File: config.mk
export PLATFORM = sky130hd
export DESIGN_NAME = eth_tx_frame_arbiter_flat
export DESIGN_NICKNAME = d
export VERILOG_FILES = /design/src/rtl/eth_tx_frame_arbiter_if.sv /design/src/rtl/eth_tx_frame_arbiter.sv /design/src/flat_wrapper.sv
export SDC_FILE = /design/constraint.sdc
export NUM_CORES = 1
export LEC_CHECK = 0
export ABC_AREA = 1
export CAP_MARGIN = 25
export CORE_AREA = 2 2 150 152
export CTS_BUF_LIST = sky130_fd_sc_hd__clkbuf_8
export CTS_CLUSTER_SIZE = 16
export DETAILED_ROUTE_END_ITERATION = 8
export DIE_AREA = 0 0 152 154
export SLEW_MARGIN = 20
export SYNTH_ARGS = -nofsm -noshare
export SYNTH_HDL_FRONTEND = slang
export SYNTH_SLANG_ARGS = --single-unit
File: constraint.sdc
create_clock -name clk -period 2.45 [get_ports clk]
set_clock_uncertainty 0.2 [all_clocks]
set_input_delay 0.735 -clock clk [delete_from_list [all_inputs] [get_ports clk]]
set_output_delay 0.735 -clock clk [all_outputs]
set_load 0.01 [all_outputs]
File: src/rtl/eth_tx_frame_arbiter_if.sv
// Requester-side and tx-core-side handshake bundle for eth_tx_frame_arbiter.
// master = arbiter view, slave = environment (requesters + tx core) view.
interface eth_tx_frame_arbiter_if #(
  parameter int NUM_REQ = 2
);
  logic [NUM_REQ-1:0]    req_hdr_valid;
  logic [NUM_REQ-1:0]    req_hdr_ready;
  logic [48*NUM_REQ-1:0] req_dest_mac;
  logic [48*NUM_REQ-1:0] req_src_mac;
  logic [16*NUM_REQ-1:0] req_eth_type;
  logic [8*NUM_REQ-1:0]  req_tdata;
  logic [NUM_REQ-1:0]    req_tvalid;
  logic [NUM_REQ-1:0]    req_tlast;
  logic [NUM_REQ-1:0]    req_tready;

  logic        s_eth_hdr_valid;
  logic        s_eth_hdr_ready;
  logic [47:0] s_eth_dest_mac;
  logic [47:0] s_eth_src_mac;
  logic [15:0] s_eth_type;
  logic [7:0]  s_eth_payload_axis_tdata;
  logic        s_eth_payload_axis_tvalid;
  logic        s_eth_payload_axis_tlast;
  logic        s_eth_payload_axis_tuser;
  logic        s_eth_payload_axis_tready;

  modport master (
    input  req_hdr_valid, req_dest_mac, req_src_mac, req_eth_type,
    input  req_tdata, req_tvalid, req_tlast,
    output req_hdr_ready, req_tready,
    output s_eth_hdr_valid, s_eth_dest_mac, s_eth_src_mac, s_eth_type,
    output s_eth_payload_axis_tdata, s_eth_payload_axis_tvalid,
    output s_eth_payload_axis_tlast, s_eth_payload_axis_tuser,
    input  s_eth_hdr_ready, s_eth_payload_axis_tready
  );

  modport slave (
    output req_hdr_valid, req_dest_mac, req_src_mac, req_eth_type,
    output req_tdata, req_tvalid, req_tlast,
    input  req_hdr_ready, req_tready,
    input  s_eth_hdr_valid, s_eth_dest_mac, s_eth_src_mac, s_eth_type,
    input  s_eth_payload_axis_tdata, s_eth_payload_axis_tvalid,
    input  s_eth_payload_axis_tlast, s_eth_payload_axis_tuser,
    output s_eth_hdr_ready, s_eth_payload_axis_tready
  );
endinterface

File: src/rtl/eth_tx_frame_arbiter.sv
// Per-frame round-robin arbiter sharing one eth header+payload tx port among NUM_REQ
// requesters; stalled payloads are cut with a tuser-marked byte and drained.
module eth_tx_frame_arbiter #(
  parameter int NUM_REQ      = 2,
  parameter int IDLE_TIMEOUT = 256,
  parameter int TO_W         = 16
) (
  input  logic                  clk,
  input  logic                  rst,
  eth_tx_frame_arbiter_if.master bus,
  input  logic                  arg_busy,
  output logic [NUM_REQ-1:0]    grant,
  output logic                  frame_done,
  output logic                  frame_abort
);
  localparam int IDX_W = (NUM_REQ > 1) ? $clog2(NUM_REQ) : 1;
  localparam logic [NUM_REQ-1:0] ONE = NUM_REQ'(1);
  localparam logic [TO_W-1:0] TO_LAST = TO_W'((IDLE_TIMEOUT > 0) ? IDLE_TIMEOUT - 1 : 0);

  typedef enum logic [2:0] {IDLE, HDR, PAYLOAD, ABORT, DRAIN} state_t;

  state_t             state;
  logic [IDX_W-1:0]   gidx, last_grant, pick_idx, cand;
  logic               pick_vld;
  logic [TO_W-1:0]    to_cnt;
  logic [NUM_REQ-1:0] hdr_rdy, t_rdy;

  logic [47:0] dst_a [NUM_REQ];
  logic [47:0] src_a [NUM_REQ];
  logic [15:0] typ_a [NUM_REQ];
  logic [7:0]  dat_a [NUM_REQ];

  for (genvar i = 0; i < NUM_REQ; i++) begin : g_lane
    assign dst_a[i] = bus.req_dest_mac[48*i +: 48];
    assign src_a[i] = bus.req_src_mac[48*i +: 48];
    assign typ_a[i] = bus.req_eth_type[16*i +: 16];
    assign dat_a[i] = bus.req_tdata[8*i +: 8];
  end

  // Round-robin: first pending requester after the previous owner.
  always_comb begin
    pick_idx = '0;
    pick_vld = 1'b0;
    cand     = '0;
    for (int k = 1; k <= NUM_REQ; k++) begin
      cand = IDX_W'((int'(last_grant) + k) % NUM_REQ);
      if (!pick_vld && bus.req_hdr_valid[cand]) begin
        pick_vld = 1'b1;
        pick_idx = cand;
      end
    end
  end

  always_comb begin
    hdr_rdy                       = '0;
    t_rdy                         = '0;
    bus.s_eth_hdr_valid           = 1'b0;
    bus.s_eth_dest_mac            = '0;
    bus.s_eth_src_mac             = '0;
    bus.s_eth_type                = '0;
    bus.s_eth_payload_axis_tdata  = '0;
    bus.s_eth_payload_axis_tvalid = 1'b0;
    bus.s_eth_payload_axis_tlast  = 1'b0;
    bus.s_eth_payload_axis_tuser  = 1'b0;
    case (state)
      HDR: begin
        bus.s_eth_hdr_valid = bus.req_hdr_valid[gidx];
        bus.s_eth_dest_mac  = dst_a[gidx];
        bus.s_eth_src_mac   = src_a[gidx];
        bus.s_eth_type      = typ_a[gidx];
        hdr_rdy[gidx]       = bus.s_eth_hdr_ready;
      end
      PAYLOAD: begin
        bus.s_eth_payload_axis_tdata  = dat_a[gidx];
        bus.s_eth_payload_axis_tvalid = bus.req_tvalid[gidx];
        bus.s_eth_payload_axis_tlast  = bus.req_tlast[gidx];
        t_rdy[gidx]                   = bus.s_eth_payload_axis_tready;
      end
      ABORT: begin
        bus.s_eth_payload_axis_tvalid = 1'b1;
        bus.s_eth_payload_axis_tlast  = 1'b1;
        bus.s_eth_payload_axis_tuser  = 1'b1;
      end
      DRAIN:   t_rdy[gidx] = 1'b1;
      default: ;
    endcase
  end

  assign bus.req_hdr_ready = hdr_rdy;
  assign bus.req_tready    = t_rdy;

  always_ff @(posedge clk or negedge rst) begin
    if (!rst) begin
      state       <= IDLE;
      gidx        <= '0;
      last_grant  <= IDX_W'(NUM_REQ - 1);
      grant       <= '0;
      to_cnt      <= '0;
      frame_done  <= 1'b0;
      frame_abort <= 1'b0;
    end else begin
      frame_done  <= 1'b0;
      frame_abort <= 1'b0;
      case (state)
        IDLE: if (!arg_busy && pick_vld) begin
          gidx  <= pick_idx;
          grant <= ONE << pick_idx;
          state <= HDR;
        end
        HDR: if (bus.req_hdr_valid[gidx] && bus.s_eth_hdr_ready) begin
          to_cnt <= '0;
          state  <= PAYLOAD;
        end
        PAYLOAD: begin
          // A valid beat always clears the stall count, so a final beat beats the timeout.
          if (bus.req_tvalid[gidx]) begin
            to_cnt <= '0;
            if (bus.s_eth_payload_axis_tready && bus.req_tlast[gidx]) begin
              state      <= IDLE;
              grant      <= '0;
              last_grant <= gidx;
              frame_done <= 1'b1;
            end
          end else if (IDLE_TIMEOUT != 0) begin
            if (to_cnt == TO_LAST) begin
              to_cnt <= '0;
              state  <= ABORT;
            end else begin
              to_cnt <= to_cnt + 1'b1;
            end
          end
        end
        ABORT: if (bus.s_eth_payload_axis_tready) begin
          frame_abort <= 1'b1;
          state       <= DRAIN;
        end
        DRAIN: if (bus.req_tvalid[gidx] && bus.req_tlast[gidx]) begin
          state      <= IDLE;
          grant      <= '0;
          last_grant <= gidx;
        end
        default: state <= IDLE;
      endcase
    end
  end
endmodule
File: src/flat_wrapper.sv
// flat-port wrapper written by rule: the top's interface ports become plain ports
module eth_tx_frame_arbiter_flat 
#(
  parameter int NUM_REQ      = 2,
  parameter int IDLE_TIMEOUT = 256,
  parameter int TO_W         = 16
)
  (clk, rst, arg_busy, grant, frame_done, frame_abort, bus_req_hdr_valid, bus_req_dest_mac, bus_req_src_mac, bus_req_eth_type, bus_req_tdata, bus_req_tvalid, bus_req_tlast, bus_req_hdr_ready, bus_req_tready, bus_s_eth_hdr_valid, bus_s_eth_dest_mac, bus_s_eth_src_mac, bus_s_eth_type, bus_s_eth_payload_axis_tdata, bus_s_eth_payload_axis_tvalid, bus_s_eth_payload_axis_tlast, bus_s_eth_payload_axis_tuser, bus_s_eth_hdr_ready, bus_s_eth_payload_axis_tready);
  eth_tx_frame_arbiter_if #(.NUM_REQ(NUM_REQ)) bus_i ();
  input  logic clk;
  input  logic rst;
  input  logic arg_busy;
  output logic [NUM_REQ-1:0] grant;
  output logic frame_done;
  output logic frame_abort;
  input wire logic [$bits(bus_i.req_hdr_valid)-1:0] bus_req_hdr_valid;
  input wire logic [$bits(bus_i.req_dest_mac)-1:0] bus_req_dest_mac;
  input wire logic [$bits(bus_i.req_src_mac)-1:0] bus_req_src_mac;
  input wire logic [$bits(bus_i.req_eth_type)-1:0] bus_req_eth_type;
  input wire logic [$bits(bus_i.req_tdata)-1:0] bus_req_tdata;
  input wire logic [$bits(bus_i.req_tvalid)-1:0] bus_req_tvalid;
  input wire logic [$bits(bus_i.req_tlast)-1:0] bus_req_tlast;
  output wire logic [$bits(bus_i.req_hdr_ready)-1:0] bus_req_hdr_ready;
  output wire logic [$bits(bus_i.req_tready)-1:0] bus_req_tready;
  output wire logic [$bits(bus_i.s_eth_hdr_valid)-1:0] bus_s_eth_hdr_valid;
  output wire logic [$bits(bus_i.s_eth_dest_mac)-1:0] bus_s_eth_dest_mac;
  output wire logic [$bits(bus_i.s_eth_src_mac)-1:0] bus_s_eth_src_mac;
  output wire logic [$bits(bus_i.s_eth_type)-1:0] bus_s_eth_type;
  output wire logic [$bits(bus_i.s_eth_payload_axis_tdata)-1:0] bus_s_eth_payload_axis_tdata;
  output wire logic [$bits(bus_i.s_eth_payload_axis_tvalid)-1:0] bus_s_eth_payload_axis_tvalid;
  output wire logic [$bits(bus_i.s_eth_payload_axis_tlast)-1:0] bus_s_eth_payload_axis_tlast;
  output wire logic [$bits(bus_i.s_eth_payload_axis_tuser)-1:0] bus_s_eth_payload_axis_tuser;
  input wire logic [$bits(bus_i.s_eth_hdr_ready)-1:0] bus_s_eth_hdr_ready;
  input wire logic [$bits(bus_i.s_eth_payload_axis_tready)-1:0] bus_s_eth_payload_axis_tready;
  assign bus_i.req_hdr_valid = bus_req_hdr_valid;
  assign bus_i.req_dest_mac = bus_req_dest_mac;
  assign bus_i.req_src_mac = bus_req_src_mac;
  assign bus_i.req_eth_type = bus_req_eth_type;
  assign bus_i.req_tdata = bus_req_tdata;
  assign bus_i.req_tvalid = bus_req_tvalid;
  assign bus_i.req_tlast = bus_req_tlast;
  assign bus_req_hdr_ready = bus_i.req_hdr_ready;
  assign bus_req_tready = bus_i.req_tready;
  assign bus_s_eth_hdr_valid = bus_i.s_eth_hdr_valid;
  assign bus_s_eth_dest_mac = bus_i.s_eth_dest_mac;
  assign bus_s_eth_src_mac = bus_i.s_eth_src_mac;
  assign bus_s_eth_type = bus_i.s_eth_type;
  assign bus_s_eth_payload_axis_tdata = bus_i.s_eth_payload_axis_tdata;
  assign bus_s_eth_payload_axis_tvalid = bus_i.s_eth_payload_axis_tvalid;
  assign bus_s_eth_payload_axis_tlast = bus_i.s_eth_payload_axis_tlast;
  assign bus_s_eth_payload_axis_tuser = bus_i.s_eth_payload_axis_tuser;
  assign bus_i.s_eth_hdr_ready = bus_s_eth_hdr_ready;
  assign bus_i.s_eth_payload_axis_tready = bus_s_eth_payload_axis_tready;
  eth_tx_frame_arbiter #(.NUM_REQ(NUM_REQ), .IDLE_TIMEOUT(IDLE_TIMEOUT), .TO_W(TO_W)) u_core (.clk(clk), .rst(rst), .bus(bus_i), .arg_busy(arg_busy), .grant(grant), .frame_done(frame_done), .frame_abort(frame_abort));
endmodule
==> results.tsv, run 1 <==
metric	value	unit
Setup WS pre-CTS	-0.628	ns
outcome	finished with violations	
number of flops mapped to enable cells by yosys	0	
P_sw	4130	uW
largest net degree at the start of global routing	59	
Layout area overhead	167	%
Tot GR Track Use	0.170	
leak pwr	0.00417	uW
Die X	152	um
Max Slew Vio Count	0	
clock-pin slew on the worst setup and hold paths	0.10	ns
clk buf depth	2	
Worst Hold Class	reg -> reg	
register area share after synthesis	0.188	
PnR worst setup slack	-0.168	ns
Peak VDD IR	0.469	mV
CTS tree	done	
setup TNS	-9.72	ns
routability cong.	0.842	
Final Hold Fails	0	
Syn Std Cell Area	0.00333	mm^2
Sw Share	0.497	
share of layout cells above drive strength 1	0.369	
initial antenna violation count	1	
vias in the first global route	5656	
ANT nets after route	0	
fmax	0.382	GHz
Synth Warn #	0	
CTS buffer count	3	
H-tree level count	1	
Internal	4190	uW
first-pass GRT wire length	31.8	mm
failing checks	setup timing	
core area	0.0217	mm^2
routed via count	5890	
pwr dens	937	mW/mm^2
Final Non-Filler Cells	1366	
average wire per standard cell	17.2	um
unrepaired setup endpoints after global routing	true	
Pre-antenna DRT Iters	4	
final core area utilization	0.410	
crit end category	primary output	
crit path DAT	1.68	ns
sequential share of power	0.068	
n_diodes	0	
measured slew at the worst slew-check pin	0.540	ns
minimum clock period	2.62	ns
Avg Cell Area, Syn	5.23	um^2
post-synth top area cell	nand2_1	
Starting Density	0.153	
combinational share of power	0.900	
Async SR Flop Fraction	1.00	
drt via density	4.31	
most common cell after layout, fill and taps aside	nand2_1	
row cnt	54	
Syn Inst Count	636	
PortBufs	382	
WP data required	1.51	ns
most frequent cells in the layout	nand2_1 (244), clkdlybuf4s50_1 (230), buf_2 (96)	
Final period util	1.07	
clk_lat worst skew	0.28	ns
Cells after DPL	1316	
Setup violations, final	122	
share of the synthesized area in the top cell type	0.345	
drt total wl	23.5	mm
Boundary Pins	383	
post-synth cell types	33	
maxcap violations	0	
DR iter-0 viols	256	
Synth Net Count	888	
Filler cells	2295	
Worst Setup Start Kind	input pin	
crit path kind	in -> out	
Synth Register Bits	25	
crit-path max FO	1	
Slew HR	0.637	
clock sink count	25	
DP HPWL	17.1	mm
drc violations	0	
clock network power share	0.032	
total gr overflow	0	
die area	0.0234	mm^2
main area contributors after synthesis	nand2_1 (35%), a21oi_1 (19%), dfrtp_1 (18%), inv_1 (3.3%), nor2_1 (3.0%)	
Primary FF master, synth	dfrtp_1	
Clk Tree Root Cell	clkbuf_8	
Final nets	1339	
Die H	154	um
-- layer usage --
| layer | routed length (um) | GRT usage | vias to the layer above |
|---|---|---|---|
| met5 | 0 | 0 | - |
| met4 | 466 | 0.0334 | 0 |
| met3 | 1350 | 0.0361 | 20 |
| met2 | 11900 | 0.311 | 252 |
| met1 | 9810 | 0.204 | 2665 |
| li1 | - | - | 2953 |
-- cell type report --
type	count	area, um^2	share of cell area
repair buffers	489	4690	0.528
multi-input cells	533	3010	0.339
flip-flops and latches	25	631	0.0710
well taps	280	350	0.0394
inverters	35	146	0.0165
clock buffers	3	41.3	0.00465
clock inverters	1	8.76	0.000986
-- what timing repair did --
item	4_1_cts	5_1_grt
gates resized for setup	553	201
endpoints found under the setup margin	128	146
gates cloned	6	7
buffers inserted	20	19
pin swaps	18	49
hold buffers	0	0
-- critical path, stage by stage --
cell and delay (ns):
clkdlybuf4s50_1 0.46, nand2_1 0.06, a21oi_1 0.13, dlygate4sd2_1 0.29
-- cell usage after synthesis (2+ instances only) --
cell type / number
nor2_1: 27
buf_1: 8
a21oi_1: 125
xor2_1: 2
nand2_1: 306
buf_6: 2
nand2_2: 6
nand3_2: 3
nor2_2: 2
o21ai_0: 9
dfrtp_1: 24
nor2_4: 2
nor3_1: 9
nand2_4: 2
nand3_1: 16
inv_1: 29
buf_2: 12
o21ai_1: 2
clkbuf_1: 19
nand4_1: 14
inv_2: 5
-- cell families (layout without fill, tap and decap cells) --
kind of cell | count (synthesis) | in the layout | synth area share
AO/OA/AOI/OAI | 141 | 141 | 0.216
XOR/XNOR | 2 | 2 | 0.00526
adder cells (fa/ha/maj) | 1 | 1 | 0.00376
buffers and inverters | 78 | 528 | 0.102
flip-flops | 25 | 25 | 0.188
AND/OR/NAND/NOR | 389 | 389 | 0.484
-- flip-flops by register name, summed over array words and instances (netlist names) --
signal / count
u_core.grant: 2
u_core.last_grant: 1
u_core.gidx: 1
u_core.state: 3
u_core.frame_abort: 1
u_core.frame_done: 1
u_core.to_cnt: 16
-- power by group through the flow --
stage | Combinational (uW) | Sequential, uW | Clock [uW]
finish | 7490 | 565 | 270
global route | 7990 | 572 | 290
CTS | 6340 | 566 | 280
detailed placement | 5800 | 566 | 0
global placement | 5800 | 564 | 0
floorplan | 2480 | 551 | 0
-- through the flow --
step	hold WS, ns	total power (uW)	area, um^2
floorplan	0.239	3030	3330
global placement	0.264	6370	7850
detailed placement	0.270	6370	7850
CTS	0.289	7180	8130
global route	0.321	8850	8880
finish	0.290	8320	8880
-- path summary, 6_finish.rpt --
check	start	endpoint	slack, ns	cells after the start
worst max register to register	u_core.gidx	u_core.to_cnt[0]	0.16	14
max in group asynchronous	rst	u_core.last_grant	1.12	2
min in group asynchronous	rst	u_core.to_cnt[14]	0.63	2
worst min register to register	u_core.last_grant	u_core.last_grant	0.29	2
worst max-delay path	bus_req_dest_mac[36]	bus_s_eth_dest_mac[36]	-0.17	4
worst min-delay path	u_core.last_grant	u_core.last_grant	0.29	2
(Power assumes the default switching activity.)
==> inputs of run 2 (changes only) <==
==> constraint.sdc (replaced) <==
create_clock -name clk -period 2.45 [get_ports clk]
set_clock_uncertainty 0.2 [all_clocks]
set_input_delay 0.3675 -clock clk [delete_from_list [all_inputs] [get_ports clk]]
set_output_delay 0.3675 -clock clk [all_outputs]
set_load 0.01 [all_outputs]
==> results.tsv, run 2 (synthesis results as in run 1) <==
metric	value	unit	change
row cnt	54		unchanged
CTS buffer count	3		unchanged
Clk Tree Root Cell	clkbuf_8		
Final nets	1277		-4.6%
most common cell after layout, fill and taps aside	nand2_1		
DR iter-0 viols	285		+11%
maxcap violations	0		unchanged
WP data required	1.88	ns	+0.37 ns
Worst path depth	6		+2
initial antenna violation count	0		-1
max reg flops	16		unchanged
Final period util	0.979		-0.0896
Die X	152	um	unchanged
CP startpoint	u_core.gidx		
CP Capture Point	bus_s_eth_dest_mac[3]		
Cells after DPL	1281		-2.7%
clock-pin slew on the worst setup and hold paths	0.10	ns	about the same
drt via density	4.23		-1.8%
Worst Hold Class	in -> async		
outcome	completed		
Worst path slowest cell	dfrtp_4		
crit path DAT	1.83	ns	+0.15 ns
Max Slew Vio Count	0		unchanged
H-tree level count	1		unchanged
DP HPWL	17.1	mm	+0.35%
flop-to-flop setup slack	0.48	ns	+0.32 ns
Die H	154	um	unchanged
Worst R2R End	u_core.state[1]		
Slew HR	0.719		+0.0821
Final Non-Filler Cells	1304		-4.5%
Final Hold Fails	0		unchanged
crit-path cells	buf_12, buf_4, bufbuf_16, nand2_1, a21oi_1, dlygate4sd2_1		
die area	0.0234	mm^2	unchanged
first-pass GRT wire length	32.1	mm	+0.93%
Setup violations, final	0		-100%
ANT nets after route	0		unchanged
max incr delay on CP	0.52	ns	+0.06 ns
Pre-antenna DRT Iters	5		+1
R2R depth	12		-2
clock sink count	25		unchanged
RR Startpoint	u_core.gidx		
Top delay family on crit path	buffers and inverters		
CTS Hold Buffers Added	0		unchanged
vias in the first global route	5502		-2.7%
fmax	0.417	GHz	+9.2%
most frequent cells in the layout	nand2_1 (306), clkdlybuf4s50_1 (255), a21oi_1 (120)		
measured slew at the worst slew-check pin	0.418	ns	-0.122 ns
leak pwr	0.00394	uW	-5.5%
total gr overflow	0		unchanged
Tot GR Track Use	0.174		+0.00439
Peak VDD IR	0.403	mV	-14%
routability cong.	0.843		+0.14%
Boundary Pins	383		unchanged
top flop regs	u_core.to_cnt (16), u_core.state (3), u_core.grant (2)		
crit end category	primary output		
share of layout cells above drive strength 1	0.103		-0.267
Starting Density	0.153		unchanged
pwr dens	847	mW/mm^2	-9.6%
core area	0.0217	mm^2	unchanged
crit path kind	reg -> out		
n_diodes	0		unchanged
Biggest register	u_core.to_cnt		
CTS tree	done		
WHS	0.161	ns	-0.129 ns
largest net degree at the start of global routing	41		-31%
clk buf depth	2		unchanged
crit-path max FO	14		+13
drt total wl	22.0	mm	-6.6%
clk_lat worst skew	0.29	ns	about the same
PortBufs	382		unchanged
Layout area overhead	139	%	
minimum clock period	2.40	ns	-0.220 ns
Critical path buffers and inverters	4		+2
routed via count	5519		-6.3%
Worst Setup Start Kind	register		
drc violations	0		unchanged
average wire per standard cell	16.9	um	-2.2%
[run 2: worst min path at each step]
stage	endpoint	slack (ns)	cells after the start
after CTS	u_core.to_cnt[0]	0.16	1
final	u_core.to_cnt[12]	0.16	1
after global routing	u_core.to_cnt[12]	0.17	1
after floorplan	u_core.frame_abort	-0.13	0
after detailed placement	u_core.last_grant	0.27	2
after global placement	u_core.last_grant	0.26	2
[run 2: layer usage]
layer	wire (um)	GRT usage	vias to the layer above
li1	-	-	2831
met1	9120	0.210	2426
met2	10800	0.313	239
met3	1600	0.0474	23
met4	408	0.0312	0
met5	0	0	-
[run 2: metrics by stage]
step	setup slack, ns	total power [uW]	TNS (ns)	util	cell area (um^2)
CTS	-0.194	6740	-1.57	0.364	7900
finish	0.0518	6750	0	0.367	7970
floorplan	0.622	3030	0	-	3330
global placement	-0.0460	6090	-0.0706	0.351	7610
detailed placement	-0.0491	6090	-0.0756	0.351	7610
global route	-0.00612	7320	-0.0209	0.367	7970
[run 2: layout make-up]
cell class | count | area [um^2]
Fill cell | 2372 | 13700
Timing Repair Buffer | 426 | 4380
Clock inverter | 1 | 7.51
Clock buffer | 3 | 41.3
Sequential cell | 25 | 632
Inverter | 35 | 146
Tap cell | 280 | 350
Multi-Input combinational cell | 534 | 2410
[run 2: timing repair]
item	in CTS	in global routing
gates resized for setup	137	65
setup endpoints to repair	122	29
endpoints found under the hold margin	0	0
gates cloned	7	1
buffers inserted	9	2
pin swaps	1	0
[run 2: report_power, final]
part	total (uW)	switching [uW]	internal (uW)
Sequential	565	67.8	497
Combinational	5920	3120	2790
Clock	267	151	116
Total	6750	3340	3410
